===== src/rtl/branch_resolve.sv =====
// Branch resolution for an always-taken fetch: decodes the EX branch outcome,
// raises a fetch redirect on a not-taken branch, and holds a flush window.
module branch_resolve #(
    parameter int Width    = 32,
    parameter int FlushCyc = 2
) (
    input  logic             clk,
    input  logic             rst,
    input  logic             ex_valid,
    input  logic             ex_is_branch,
    input  logic [2:0]       ex_funct3,
    input  logic [Width-1:0] ex_pc,
    input  logic             stall,
    input  logic             BrEq,
    input  logic             BrLt,
    output logic             BrUn,
    output logic             redirect_valid,
    output logic [Width-1:0] redirect_pc,
    output logic             flush,
    output logic             illegal_br,
    output logic [31:0]      br_cnt,
    output logic [31:0]      mis_cnt
);

    typedef enum logic {
        ST_IDLE  = 1'b0,
        ST_FLUSH = 1'b1
    } state_t;

    localparam logic [2:0]       FcntLoad = 3'(FlushCyc - 1);
    localparam logic [Width-1:0] PcStep   = Width'(4);

    state_t           r_state;
    logic [2:0]       r_fcnt;
    logic             r_redirect_valid;
    logic [Width-1:0] r_redirect_pc;
    logic             r_flush;
    logic             r_illegal_br;
    logic [31:0]      r_br_cnt;
    logic [31:0]      r_mis_cnt;

    state_t           w_state_nxt;
    logic [2:0]       w_fcnt_nxt;
    logic             w_redirect_valid_nxt;
    logic [Width-1:0] w_redirect_pc_nxt;
    logic             w_flush_nxt;
    logic             w_illegal_br_nxt;
    logic [31:0]      w_br_cnt_nxt;
    logic [31:0]      w_mis_cnt_nxt;

    logic             w_resolve;
    logic             w_legal;
    logic             w_taken;
    logic             w_mispredict;

    function automatic logic f3_legal(input logic [2:0] f3);
        return (f3[2:1] != 2'b01);
    endfunction

    // Taken decode; reserved encodings report taken so they never mispredict.
    function automatic logic f3_taken(input logic [2:0] f3, input logic eq, input logic lt);
        logic t;
        case (f3)
            3'b000:         t = eq;
            3'b001:         t = ~eq;
            3'b100, 3'b110: t = lt;
            3'b101, 3'b111: t = ~lt;
            default:        t = 1'b1;
        endcase
        return t;
    endfunction

    function automatic logic [31:0] sat_inc(input logic [31:0] v);
        return (v == 32'hFFFF_FFFF) ? v : (v + 32'd1);
    endfunction

    assign BrUn = ex_funct3[1];

    // Resolve qualification and outcome classification.
    always_comb begin
        w_resolve    = ex_valid & ex_is_branch & ~stall & (r_state == ST_IDLE);
        w_legal      = f3_legal(ex_funct3);
        w_taken      = f3_taken(ex_funct3, BrEq, BrLt);
        w_mispredict = w_resolve & w_legal & ~w_taken;
    end

    // Next-state and registered-output computation.
    always_comb begin
        w_state_nxt          = r_state;
        w_fcnt_nxt           = r_fcnt;
        w_redirect_valid_nxt = 1'b0;
        w_redirect_pc_nxt    = r_redirect_pc;
        w_flush_nxt          = r_flush;
        w_illegal_br_nxt     = 1'b0;
        w_br_cnt_nxt         = r_br_cnt;
        w_mis_cnt_nxt        = r_mis_cnt;
        case (r_state)
            ST_IDLE: begin
                if (w_mispredict) begin
                    w_state_nxt          = ST_FLUSH;
                    w_fcnt_nxt           = FcntLoad;
                    w_flush_nxt          = 1'b1;
                    w_redirect_valid_nxt = 1'b1;
                    w_redirect_pc_nxt    = ex_pc + PcStep;
                    w_mis_cnt_nxt        = sat_inc(r_mis_cnt);
                end else begin
                    w_flush_nxt          = 1'b0;
                end
                if (w_resolve & w_legal) begin
                    w_br_cnt_nxt         = sat_inc(r_br_cnt);
                end else begin
                    w_br_cnt_nxt         = r_br_cnt;
                end
                if (w_resolve & ~w_legal) begin
                    w_illegal_br_nxt     = 1'b1;
                end else begin
                    w_illegal_br_nxt     = 1'b0;
                end
            end
            // Flush window counts down even while the pipeline is stalled.
            ST_FLUSH: begin
                if (r_fcnt == 3'd0) begin
                    w_state_nxt = ST_IDLE;
                    w_flush_nxt = 1'b0;
                end else begin
                    w_fcnt_nxt  = r_fcnt - 3'd1;
                    w_flush_nxt = 1'b1;
                end
            end
            default: begin
                w_state_nxt = ST_IDLE;
                w_fcnt_nxt  = 3'd0;
                w_flush_nxt = 1'b0;
            end
        endcase
    end

    // State and output registers with asynchronous reset.
    always_ff @(posedge clk or posedge rst) begin
        if (rst) begin
            r_state          <= ST_IDLE;
            r_fcnt           <= 3'd0;
            r_redirect_valid <= 1'b0;
            r_redirect_pc    <= '0;
            r_flush          <= 1'b0;
            r_illegal_br     <= 1'b0;
            r_br_cnt         <= 32'd0;
            r_mis_cnt        <= 32'd0;
        end else begin
            r_state          <= w_state_nxt;
            r_fcnt           <= w_fcnt_nxt;
            r_redirect_valid <= w_redirect_valid_nxt;
            r_redirect_pc    <= w_redirect_pc_nxt;
            r_flush          <= w_flush_nxt;
            r_illegal_br     <= w_illegal_br_nxt;
            r_br_cnt         <= w_br_cnt_nxt;
            r_mis_cnt        <= w_mis_cnt_nxt;
        end
    end

    assign redirect_valid = r_redirect_valid;
    assign redirect_pc    = r_redirect_pc;
    assign flush          = r_flush;
    assign illegal_br     = r_illegal_br;
    assign br_cnt         = r_br_cnt;
    assign mis_cnt        = r_mis_cnt;

endmodule


===== config.mk =====
export PLATFORM = sky130hd
export DESIGN_NAME = branch_resolve
export DESIGN_NICKNAME = d
export VERILOG_FILES = /design/src/rtl/branch_resolve.sv
export SDC_FILE = /design/constraint.sdc
export NUM_CORES = 1
export LEC_CHECK = 0
export BUFFER_PORTS_ARGS = -buffer_cell sky130_fd_sc_hd__buf_4
export CORE_AREA = 2 2 116 118
export CTS_BUF_LIST = sky130_fd_sc_hd__clkbuf_8
export DETAILED_ROUTE_END_ITERATION = 10
export DIE_AREA = 0 0 118 120
export HOLD_SLACK_MARGIN = 0.05
export PLACE_DENSITY_LB_ADDON = 0.15
export SLEW_MARGIN = 15
export SYNTH_ARGS = -nofsm -noshare
export SYNTH_HDL_FRONTEND = slang
export SYNTH_SLANG_ARGS = --single-unit

===== constraint.sdc =====
create_clock -name clk -period 3.8 [get_ports clk]
set_input_delay 0.76 -clock clk [delete_from_list [all_inputs] [get_ports clk]]
set_output_delay 0.76 -clock clk [all_outputs]
set_load 0.03 [all_outputs]

==> key figures <==
Layout
  – Most frequent cells in the layout: buf_4 (145), dfrtp_1 (102), nand2_1 (66)
  – # nets final: 683
  – P&R area growth vs syn: 28.5%
  – Fill cells: 1219
  – Antenna cells: 0
  – Commonest non-fill, non-tap cell in the layout: buf_4
  – Layout cells sized above 1: 28.5%

Placed design
  – IO buf count: 141
  – Post-DP HPWL: 8450 um
  – Gpl congestion: 0.813

GRT
  – First-pass GRT wire length: 19600 um
  – Antenna violations before repair: 0
  – Largest net degree at the start of global routing: 60
  – GR Util All Layers: 17.0%
  – Gr ovfl total: 0
  – Vias in the first global route: 4037

Clock tree
  – TritonCTS clock tree: done
  – H-tree Lvls: 3
  – Postcts setup bufs: 0
  – Clk sinks: 102
  – Hold Buf Count CTS: 0
  – Clk Tree Root Cell: clkbuf_8
  – Post-CTS sizing: 0
  – Clock Latency Late Sink: 0.36 ns
  – CTS Buf Count: 9
  – Clock-pin slew on the worst setup and hold paths: 0.09 ns
  – CTS Buffer Depth: 2

Critical path
  – Critical path endpoint category: register
  – CP arrival: 2.78 ns
  – CP peak stage delay: 0.77 ns
  – Crit path kind: in -> reg
  – R2R Path End: mis_cnt[1]
  – Worst setup SP type: primary input
  – Flop2flop setup slack: 1.34 ns
  – RR Startpoint: flush
  – Critical path origin: stall
  – Critical path capture point: mis_cnt[1]
  – Critical path cell sequence: buf_4 -> nand4bb_1 -> or2_0 -> a211oi_4 -> mux2_2
  – Data required time of the worst path: 4.05 ns
  – Length in cells of the worst reg-to-reg path: 4
  – Worst Path Max Fanout: 19
  – CP max stage cell: a211oi_4

Synth
  – Synthesized area: 0.00507 mm2
  – Primary FF master, synth: dfrtp_1
  – Avg Cell Area, Syn: 10.2 um2
  – Post-Syn Instances: 495
  – Mapped Nets: 542
  – Post-synth EDFFs: 0
  – Synth area leaders: dfrtp_1 (50%), xor2_1 (8.8%), xnor2_1 (6.9%)
  – Synth cell types: 49
  – Yosys Warn Count: 0
  – Leading area contributor after synthesis: dfrtp_1
  – Post-synthesis sequential area ratio: 50.3%
  – FFs w/ async S/R, synth: 100%
  – Synth Register Bits: 102
  – Top cell type's share of synthesized area: 50.3%

Drt
  – Final ANT Viol Nets: 0
  – Via count: 4092
  – Iteration-0 DRC Markers: 216
  – Drt pass-1 iters: 4
  – Via density: 5.03
  – Routed length per instance: 14.3 um
  – DRT Wirelength: 11600 um
  – Residual DRC: 0

Power and ir drop
  – Leakage: 3.14 nW
  – Total chip power: 3.16 mW
  – Pwr Density: 485 mW/mm2
  – Maximum VDD drop: 0.000232 V

STA
  – Final Hold Fails: 0
  – Slew HR: 40.7%
  – Measured slew at the worst slew-check pin: 0.882 ns
  – Min Tclk post-route: 2.52 ns
  – Max-slew violation count: 0
  – Final Skew: 0.00888 ns
  – Fmax: 396 MHz
  – Final worst path period share: 66.4%
  – # setup viols final: 0
  – Setup TNS: 0 ns
  – Unrepaired setup endpoints after global routing: false

Floorplanning
  – Die X: 118 um
  – Initial cell density of the core: 39.1%
  – Die area: 0.0142 mm2
  – Die Span Y: 120 um
  – Row cnt: 42
  – # IOs: 142
  – Area of the core: 0.0130 mm2

Run
  – Max-cap viol count: 0

Min path
  – Worst Hold Class: reg -> reg

Outcome
  – Status: finished clean
layer usage:
metal	track usage [%]	vias to the layer above	wire length (um)
li1	-	2012	-
met1	22.2	1955	5320
met4	4.29	0	77
met2	27.2	118	5410
met3	5.61	7	824
met5	0	-	0
per-stage QoR:
step	cell area [um2]	hold slack [ns]	util [%]	worst slack, ns	instances
2_1_floorplan	5070	0.469	-	0.365	495
3_3_place_gp	6320	0.462	48.7	0.914	801
3_5_place_dp	6320	0.471	48.7	0.880	801
4_1_cts	6520	0.493	50.2	1.27	814
5_1_grt	6520	0.515	50.2	1.14	814
6_report	6520	0.485	50.2	1.28	814
worst min path at each step:
stage,startpoint,slack [ns],depth (start not counted),end
floorplan,r_fcnt[1],0.47,2,r_fcnt[1]
global placement,redirect_pc[1],0.46,2,redirect_pc[1]
detailed placement,redirect_pc[13],0.47,2,redirect_pc[13]
CTS,redirect_pc[13],0.49,2,redirect_pc[13]
global route,redirect_pc[0],0.52,2,redirect_pc[0]
finish,redirect_pc[13],0.48,2,redirect_pc[13]
where the power goes:
part	switching [mW]	total, mW	leakage [nW]	internal (mW)
Combinational	0.639	1.03	1.69	0.393
Clock	0.351	0.699	0.100	0.349
Sequential	0.148	1.43	1.35	1.28
Total	1.14	3.16	3.14	2.02
final cells by class:
| class | instances | area [um2] | share of cell area (%) |
|---|---|---|---|
| sequential | 102 | 2550 | 39.2 |
| inverter | 11 | 43.8 | 0.672 |
| tap | 176 | 220 | 3.38 |
| timing repair buffer | 146 | 1110 | 17.0 |
| multi-input combinational | 366 | 2400 | 36.8 |
| clock inverter | 1 | 30.0 | 0.461 |
| clock buffer | 12 | 165 | 2.53 |
cells in the mapped netlist (all sizes together) (2+ instances only):
master	count
and2	3
and3	12
and4	10
buf	10
clkbuf	6
dfrtp	102
ha	5
inv	11
mux2	4
nand2	68
nand2b	2
nand3	38
nand4	37
nor2	16
nor3	20
nor3b	2
nor4	13
o21ai	30
or2	3
xnor2	40
xor2	51
flip-flops by register name, summed over array words and instances (netlist names):
| name | count |
|---|---|
| flush | 1 |
| br_cnt | 32 |
| redirect_pc | 32 |
| illegal_br | 1 |
| r_fcnt | 3 |
| redirect_valid | 1 |
| mis_cnt | 32 |
worst max-delay path: cells and delay by family:
| family | cells | cell delay (ns) |
|---|---|---|
| muxes | 1 | 0.40 |
| buffers and inverters | 1 | 0.10 |
| AOI/OAI and AO/OA | 1 | 0.77 |
| and+or+nand+nor | 2 | 0.73 |
cells by family (layout without fill, tap and decap cells):
| group | after synthesis | count (layout) | share of synthesized area, % |
|---|---|---|---|
| fa+ha+maj | 5 | 5 | 1.23 |
| buf+inv | 27 | 170 | 2.47 |
| flops | 102 | 102 | 50.3 |
| simple gates | 232 | 232 | 25.5 |
| compound gates | 33 | 33 | 3.60 |
| xor+xnor | 91 | 91 | 15.7 |
| mux | 5 | 5 | 1.16 |
No activity file was read; power rests on OpenSTA's default activity.
